### src/rtl/trivium_pkg.sv
`default_nettype none
// ============================================================================
//  Module      : trivium_pkg
//  Description : Shared types and constants for the Trivium keystream
//                consumer (FSM state encoding, warm-up length, counter width).
//  Revision    : 1.0  initial release
// ============================================================================
package trivium_pkg;

  // Keystream consumer states
  typedef enum logic [1:0] {
    WARMUP = 2'd0,   // generator advancing, output discarded
    FILL   = 2'd1,   // generator advancing, bits collected into a byte
    HOLD   = 2'd2    // generator frozen, full keystream byte waiting
  } ks_state_e;

  // Four full passes over the 288-bit internal state before output is used
  localparam int TRIVIUM_STATE_BITS = 288;
  localparam int TRIVIUM_WARMUP     = 4 * TRIVIUM_STATE_BITS;

  // Warm-up counter width; never narrower than one bit
  function automatic int cnt_width(input int cycles);
    return (cycles <= 2) ? 1 : $clog2(cycles);
  endfunction

endpackage
`default_nettype wire

### src/rtl/trivium_ks_byte.sv
`default_nettype none
// ============================================================================
//  Module      : trivium_ks_byte
//  Description : Bit-to-byte keystream collector. The first captured bit
//                lands in bit 0; done pulses on the cycle the last bit of a
//                byte is shifted in.
//  Revision    : 1.0  initial release
// ============================================================================
module trivium_ks_byte #(
  parameter int DATA_W = 8
) (
  input  logic              clk,
  input  logic              rst_n,
  input  logic              shift_en,
  input  logic              clear,
  input  logic              bit_in,
  output logic [DATA_W-1:0] byte_out,
  output logic              done
);

  localparam int              IDX_W    = (DATA_W <= 2) ? 1 : $clog2(DATA_W);
  localparam logic [IDX_W-1:0] LAST_IDX = IDX_W'(DATA_W - 1);

  logic [IDX_W-1:0]  idx;
  logic [DATA_W-1:0] shreg;

  assign done     = shift_en && (idx == LAST_IDX);
  assign byte_out = shreg;

  // Bit index: restarts on clear, wraps after the last bit of a byte
  always_ff @(posedge clk or negedge rst_n) begin
    if (!rst_n) begin
      idx <= '0;
    end else if (clear) begin
      idx <= '0;
    end else if (shift_en) begin
      idx <= (idx == LAST_IDX) ? '0 : idx + 1'b1;
    end
  end

  // Right shift with new bit entering the MSB, so after DATA_W shifts the
  // first captured bit sits in the LSB
  always_ff @(posedge clk or negedge rst_n) begin
    if (!rst_n) begin
      shreg <= '0;
    end else if (shift_en) begin
      shreg <= {bit_in, shreg[DATA_W-1:1]};
    end
  end

endmodule
`default_nettype wire

### src/rtl/trivium_stream_xor.sv
`default_nettype none
// ============================================================================
//  Module      : trivium_stream_xor
//  Description : Receive-side keystream consumer. Discards the generator
//                warm-up output, packs keystream bits into bytes, XORs each
//                byte with one accepted ciphertext byte and presents the
//                plaintext on a registered valid/ready port.
//  Revision    : 1.0  initial release
// ============================================================================
module trivium_stream_xor
  import trivium_pkg::*;
#(
  parameter int WARMUP_CYCLES = TRIVIUM_WARMUP,
  parameter int DATA_W        = 8
) (
  input  logic              clk,
  input  logic              rst_n,
  input  logic              start,
  input  logic              ks_bit,
  output logic              ks_en,
  input  logic [DATA_W-1:0] ct_data,
  input  logic              ct_valid,
  output logic              ct_ready,
  output logic [DATA_W-1:0] pt_data,
  output logic              pt_valid,
  input  logic              pt_ready,
  output logic              ks_locked
);

  localparam int               CNT_W    = cnt_width(WARMUP_CYCLES);
  localparam logic [CNT_W-1:0] CNT_LAST = CNT_W'(WARMUP_CYCLES - 1);

  ks_state_e         state;
  ks_state_e         state_nxt;
  logic [CNT_W-1:0]  warm_cnt;
  logic [DATA_W-1:0] ks_byte;
  logic              ks_done;
  logic              fill_shift;
  logic              ct_fire;
  logic              ks_clear;
  logic              locked_q;

  assign ks_clear  = start || ct_fire;
  assign ks_locked = locked_q;

  trivium_ks_byte #(
    .DATA_W (DATA_W)
  ) u_ks_byte (
    .clk      (clk),
    .rst_n    (rst_n),
    .shift_en (fill_shift),
    .clear    (ks_clear),
    .bit_in   (ks_bit),
    .byte_out (ks_byte),
    .done     (ks_done)
  );

  // State register
  always_ff @(posedge clk or negedge rst_n) begin
    if (!rst_n) begin
      state <= WARMUP;
    end else begin
      state <= state_nxt;
    end
  end

  // Next state, generator enable and ciphertext handshake; start overrides all
  always_comb begin
    state_nxt  = state;
    ks_en      = 1'b1;
    ct_ready   = 1'b0;
    ct_fire    = 1'b0;
    fill_shift = 1'b0;
    case (state)
      WARMUP: begin
        if (warm_cnt == CNT_LAST) begin
          state_nxt = FILL;
        end
      end
      FILL: begin
        fill_shift = !start;
        if (ks_done) begin
          state_nxt = HOLD;
        end
      end
      HOLD: begin
        ks_en    = 1'b0;
        ct_ready = (!pt_valid || pt_ready) && !start;
        ct_fire  = ct_valid && ct_ready;
        if (ct_fire) begin
          state_nxt = FILL;
        end
      end
      default: begin
        state_nxt = WARMUP;
      end
    endcase
    if (start) begin
      state_nxt = WARMUP;
    end
  end

  // Warm-up counter: runs only in WARMUP, parked at zero elsewhere
  always_ff @(posedge clk or negedge rst_n) begin
    if (!rst_n) begin
      warm_cnt <= '0;
    end else if (start || (state != WARMUP) || (warm_cnt == CNT_LAST)) begin
      warm_cnt <= '0;
    end else begin
      warm_cnt <= warm_cnt + 1'b1;
    end
  end

  // Lock flag tracks the registered state leaving WARMUP
  always_ff @(posedge clk or negedge rst_n) begin
    if (!rst_n) begin
      locked_q <= 1'b0;
    end else begin
      locked_q <= (state_nxt != WARMUP);
    end
  end

  // Plaintext output register: load wins over drain, start flushes
  always_ff @(posedge clk or negedge rst_n) begin
    if (!rst_n) begin
      pt_valid <= 1'b0;
      pt_data  <= '0;
    end else if (start) begin
      pt_valid <= 1'b0;
    end else if (ct_fire) begin
      pt_valid <= 1'b1;
      pt_data  <= ct_data ^ ks_byte;
    end else if (pt_ready) begin
      pt_valid <= 1'b0;
    end
  end

endmodule
`default_nettype wire

### config.mk
export PLATFORM = sky130hd
export DESIGN_NAME = trivium_stream_xor
export DESIGN_NICKNAME = d
export VERILOG_FILES = /design/src/rtl/trivium_pkg.sv /design/src/rtl/trivium_ks_byte.sv /design/src/rtl/trivium_stream_xor.sv
export SDC_FILE = /design/constraint.sdc
export NUM_CORES = 1
export LEC_CHECK = 0
export ABC_AREA = 0
export BUFFER_PORTS_ARGS = -buffer_cell sky130_fd_sc_hd__buf_2
export CORE_MARGIN = 3
export CORE_UTILIZATION = 46
export CTS_CLUSTER_DIAMETER = 100
export DETAILED_ROUTE_END_ITERATION = 8
export PLACE_DENSITY = 0.79
export SYNTH_ARGS = -nofsm -noshare
export SYNTH_HDL_FRONTEND = slang
export SYNTH_SLANG_ARGS = --single-unit
### constraint.sdc
create_clock -name clk -period 2.5 [get_ports clk]
set_clock_uncertainty 0.1 [all_clocks]
set_input_delay 0.375 -clock clk [delete_from_list [all_inputs] [get_ports clk]]
set_output_delay 0.375 -clock clk [all_outputs]
set_load 0.01 [all_outputs]
## Word level (Yosys, flattened, before mapping)

Index checks and enable logic that the tools add are counted.

- Register bits: 34
- Logic and storage cells: 46

- Add/subtract/negate cells: 2
- Eq/ne operators: 4
- Mux-type cells: 16
- Bitwise operators: 2
- Reductions and logical operators: 15

Operator list:

| operator | number |
|---|---|
| adder 11 x 1 -> 11 bit, second input constant | 1 |
| == test 11 bit, second input constant | 1 |
| 2-to-1 mux 11 bit | 1 |
| 2-to-1 mux 3 bit | 3 |
| 2-to-1 mux 2 bit | 4 |
| bitwise XOR 8 bit | 1 |
| 2-to-1 mux 1 bit | 7 |
| one-hot mux 2 bit (3 select lines) | 1 |
| nonzero test 2 bit | 3 |
| logical OR 1 bit | 4 |
| adder 3 x 1 -> 3 bit, second input constant | 1 |
| == test 3 bit, second input constant | 1 |
| logical AND 1 bit | 3 |
| nonzero test 3 bit | 1 |
| == test 2 x 1 -> 1 bit, second input constant | 1 |
| == test 2 bit, second input constant | 1 |
| zero test 1 bit | 2 |
| zero test 2 bit | 1 |
| AND reduction 2 bit | 1 |
| inverter 1 bit | 1 |

## Logic depth before layout (Yosys ltp)

- Word-level depth: 8
- Gate-level depth with buffers: 5

## Modules after synthesis

A second synthesis with hierarchy kept.

- Cell total of the unflattened synthesis: 131
- Area total of the unflattened synthesis: 1612.8 um^2

By module, submodules not included:

| module | instances | cells an instance | area each (um^2) |
|---|---|---|---|
| trivium_stream_xor | 1 | 101 | 1161.1 |
| trivium_ks_byte | 1 | 30 | 451.7 |

## Least setup slack after synthesis

No wires, ideal clock.

- Path kind: input to register
- Start: in start
- End: reg pt_data[0]
- Setup time: 0.125 ns
- Arrival time: 1.620 ns
- Data required time: 2.275 ns
- Path slack: 0.655 ns
- Stages on the path: 5
- Path buffers: 2
- Cell sequence: buf_6 -> or3b_4 -> or3_1 -> buf_6 -> mux2_4

- Word-level cells in the longest chain between the ends: 5

Ends and longest elaborated chain:

| what | RTL line | source |
|---|---|---|
| from (decl) | trivium_stream_xor.sv:18 | `input logic start,` |
| zero test 1 bit | trivium_stream_xor.sv:88 | `ct_ready = (!pt_valid \|\| pt_ready) && !start;` |
| logical AND 1 bit | trivium_stream_xor.sv:88 |  |
| logical AND 1 bit | trivium_stream_xor.sv:89 | `ct_fire = ct_valid && ct_ready;` |
| 2-to-1 mux 1 bit | trivium_stream_xor.sv:74 | `case (state)` |
| AND reduction 2 bit (no line) * | - |  |
| to (signal assigned) | trivium_stream_xor.sv:132 | `pt_data <= ct_data ^ ks_byte;` |
| to (decl) | trivium_stream_xor.sv:24 | `output logic [DATA_W-1:0] pt_data,` |

Every way passes the cells marked *; elsewhere a longest branch is shown, timed or not.
A chain may end at the register's enable or synchronous reset.

## Final worst setup path

- Start: reg state[0]
- End: reg pt_data[6]

- Word-level cells in the longest chain between the ends: 3

Ends and longest elaborated chain:

| what | RTL line | source |
|---|---|---|
| from (decl) | trivium_stream_xor.sv:33 | `ks_state_e state;` |
| from (signal assigned) | trivium_stream_xor.sv:63 | `state <= state_nxt;` |
| == test 2 bit | trivium_stream_xor.sv:74 |  |
| 2-to-1 mux 1 bit | trivium_stream_xor.sv:74 |  |
| AND reduction 2 bit (no line) | - |  |

No other way between the ends.

==> qor.txt <==
number of flip-flops and latches in the synthesized netlist: 34
Synthesized Nets: 152
cells taking the most area after synthesis: sky130_fd_sc_hd__dfrtp_1 53%, sky130_fd_sc_hd__mux2_4 7.4%, sky130_fd_sc_hd__mux2_2 5.6%, sky130_fd_sc_hd__xor2_1 4.9%, sky130_fd_sc_hd__a21oi_1 3.1%
clock transition time at the flip-flop clock pins of the worst setup and hold paths: 100 ps
Max FO, Critical Path: 9
met3 routing resource usage after global routing: 4.62%
Iteration-0 DRC Markers: 77
number of antenna violations at the first check in global routing: 0
input/output buffers: 25
Hold WC Path Type: in2reg
cell area after technology mapping: 1620 µm²
total negative slack for setup checks: 0 ps
maximum operating frequency: 0.497 GHz
end of the critical path: pt_data[6]$_DFFE_PN0P_
clock insertion delay at the later pin of the skew report: 350 ps
max_slew headroom: 51.5%
Period Utilization, post-route: 80.5%
clk sink count: 34
library cells used by synthesis: 32
number of detailed-routing iterations run before antenna repair: 4
endpoints failing hold: 0
register-to-register path setup slack: 490 ps
global placement routability congestion: 0.812
root buffer selected by CTS: sky130_fd_sc_hd__clkbuf_4
sequential area share after synthesis: 52.7%
antenna cell count: 0
vias after detailed routing: 1,132
fraction of synthesized cell area taken by the top area cell type: 52.7%
largest area contributor in the synthesized netlist: sky130_fd_sc_hd__dfrtp_1
result of the run: completed
die outline area: 4260 µm²
power density over the cells: 515 nW/µm²
met1 global-route usage: 18.0%
final wirelength: 2820 µm
initial core utilization: 50.4%
total number of H-tree levels: 2
post-layout minimum cycle time: 2010 ps
row count: 20
kind of capture point of the worst setup path: flop
floorplan die height: 65.3 µm
io pins: 26
launching element type of the critical path: flop
largest buffer count on any clock path: 2
transition time at the pin with the least slew margin: 727 ps
cts bufs inserted: 5
reported max-cap violation count: 0
kind of critical path: reg2reg
# DRC: 0
Synth warnings: 0
Post-Synthesis Mean Instance Area: 12.0 µm²
data arrival time of the worst path: 2150 ps
first-pass GRT wire length: 4860 µm
routing usage on met2: 23.6%
post-route total power: 952 µW
worst reg-to-reg path cell count: 3
placed cell count: 202
final non-filler cell total: 211
total number of nets in the final design: 183
unrepaired setup endpoints after global routing: no
remaining global-route overflow: 0
number of slew-limit violations in the final report: 0
highest ir drop seen on vdd: 0.374 mV
post-detailed-route wirelength per cell: 13.4 µm
reg-to-reg critical path startpoint: state[0]$_DFF_PN0_
aggregate global-route resource usage: 15.0%
core area: 3200 µm²
leakage power figure: 0.937 nW
post-DR vias/cell: 5.36
total of endpoints with negative setup slack in the final report: 0
post-synthesis to final-layout area growth: 14.5%
number of global-route vias before repair: 1,090
global-route layer with the greatest usage: met2
Gate Count Post-Synth: 135
remaining number of nets flagged by the antenna check after routing: 0
maximum number of pins on one net before global-route repair: 35
FF-to-FF End: pt_data[6]$_DFFE_PN0P_
CP Data Required Time: 2640 ps
Worst Setup SP: state[0]$_DFF_PN0_
fraction of final layout cells sized beyond drive strength 1: 30.5%
half-perimeter wire length after detailed placement: 2080 µm
critical hold path startpoint: ks_bit
Horiz. Die Dim: 65.3 µm
TritonCTS clock tree: yes
-- final cells by class --
class	count	area, µm²
tap	44	55.1
multi-input combinational	90	707
inverter	7	26.3
sequential	34	851
clock buffer	7	55.1
clock inverter	1	5.00
fill	293	1350
timing repair buffer	28	150
-- logic make-up after synthesis --
family,share of synthesized area (%)
buf+inv,3.56
fa+ha+maj,2.32
mux,13.0
simple gates,12.7
flops,52.7
xor+xnor,5.96
compound gates,9.76
-- cell usage in the layout, fill, tap and decap left out, drive strengths merged --
cell and instances:
nand4 3, o311ai 4, inv 7, nand2b 2
mux2 16, buf 27, xnor2 2, a211oi 1
o21bai 1, ha 3, nor2b 1, clkinv 1
clkbuf 7, dfrtp 34, nand2 5, or4b 1
dlygate4sd3 1, o31ai 4, o21ai 2, or3 4
nor2 9, a21oi 10, xor2 9, or3b 1
and2b 1, nor4b 1, o31a 2, nand3 2
nand3b 1, nor3 1, or4 4
-- worst max-delay path: stages, from the launching register on --
cell	delay [ps]
sky130_fd_sc_hd__dfrtp_1	440
sky130_fd_sc_hd__or3b_4	440
sky130_fd_sc_hd__or3_1	560
sky130_fd_sc_hd__mux2_4	380
-- sequential cells by signal (all words and copies together), names as in the netlist --
register            flops
ks_locked               1
warm_cnt               11
state                   2
u_ks_byte.byte_out      8
u_ks_byte.idx           3
pt_valid                1
pt_data                 8
-- metal layers --
layer | vias up | part of all wire, %
met5 | - | 0
met4 | 0 | 2.7
met3 | 9 | 5.4
met2 | 27 | 49
met1 | 545 | 43
li1 | 551 | -
-- synth_stat cells (all sizes together) --
| cell | n |
|---|---|
| a211oi | 1 |
| a21oi | 10 |
| and2b | 1 |
| buf | 3 |
| clkbuf | 1 |
| dfrtp | 34 |
| ha | 3 |
| inv | 7 |
| mux2 | 16 |
| nand2 | 5 |
| nand2b | 2 |
| nand3 | 2 |
| nand3b | 1 |
| nand4 | 3 |
| nor2 | 9 |
| nor2b | 1 |
| nor3 | 1 |
| nor4b | 1 |
| o21ai | 2 |
| o21bai | 1 |
| o311ai | 4 |
| o31a | 2 |
| o31ai | 4 |
| or3 | 4 |
| or3b | 1 |
| or4 | 4 |
| or4b | 1 |
| xnor2 | 2 |
| xor2 | 9 |
-- stage by stage --
stage / worst slack (ps) / utilization, % / cell area (µm²) / hold slack (ps)
after global routing: 388 / 57.7 / 1850 / 157
after global placement: 450 / 55.5 / 1780 / 371
after floorplan: 655 / - / 1620 / -20.6
after detailed placement: 394 / 55.5 / 1780 / 378
after CTS: 471 / 57.7 / 1850 / 148
final: 486 / 57.7 / 1850 / 161
-- repair_timing --
action                                 4_1_cts  5_1_grt
endpoints found under the hold margin       34        0
buffers inserted                             0        0
gates resized for setup                      0        0
hold buffers                                 1        0
-- power by group --
group / switching, mW / internal, mW / total [mW]
Sequential: 0.00936 / 0.561 / 0.570
Combinational: 0.0308 / 0.0278 / 0.0586
Clock: 0.187 / 0.136 / 0.324
-- worst min path at each step --
stage | end | slack [ps] | cells past startpoint
finish | u_ks_byte.byte_out[7]$_DFFE_PN0N_ | 160 | 2
floorplan | ks_locked$_DFF_PN0_ | -20 | 0
global placement | ks_locked$_DFF_PN0_ | 370 | 1
detailed placement | u_ks_byte.idx[2]$_DFFE_PN0P_ | 380 | 1
global route | u_ks_byte.byte_out[7]$_DFFE_PN0N_ | 160 | 2
CTS | u_ks_byte.byte_out[7]$_DFFE_PN0N_ | 150 | 2
Power figures use the tool's default switching activity.
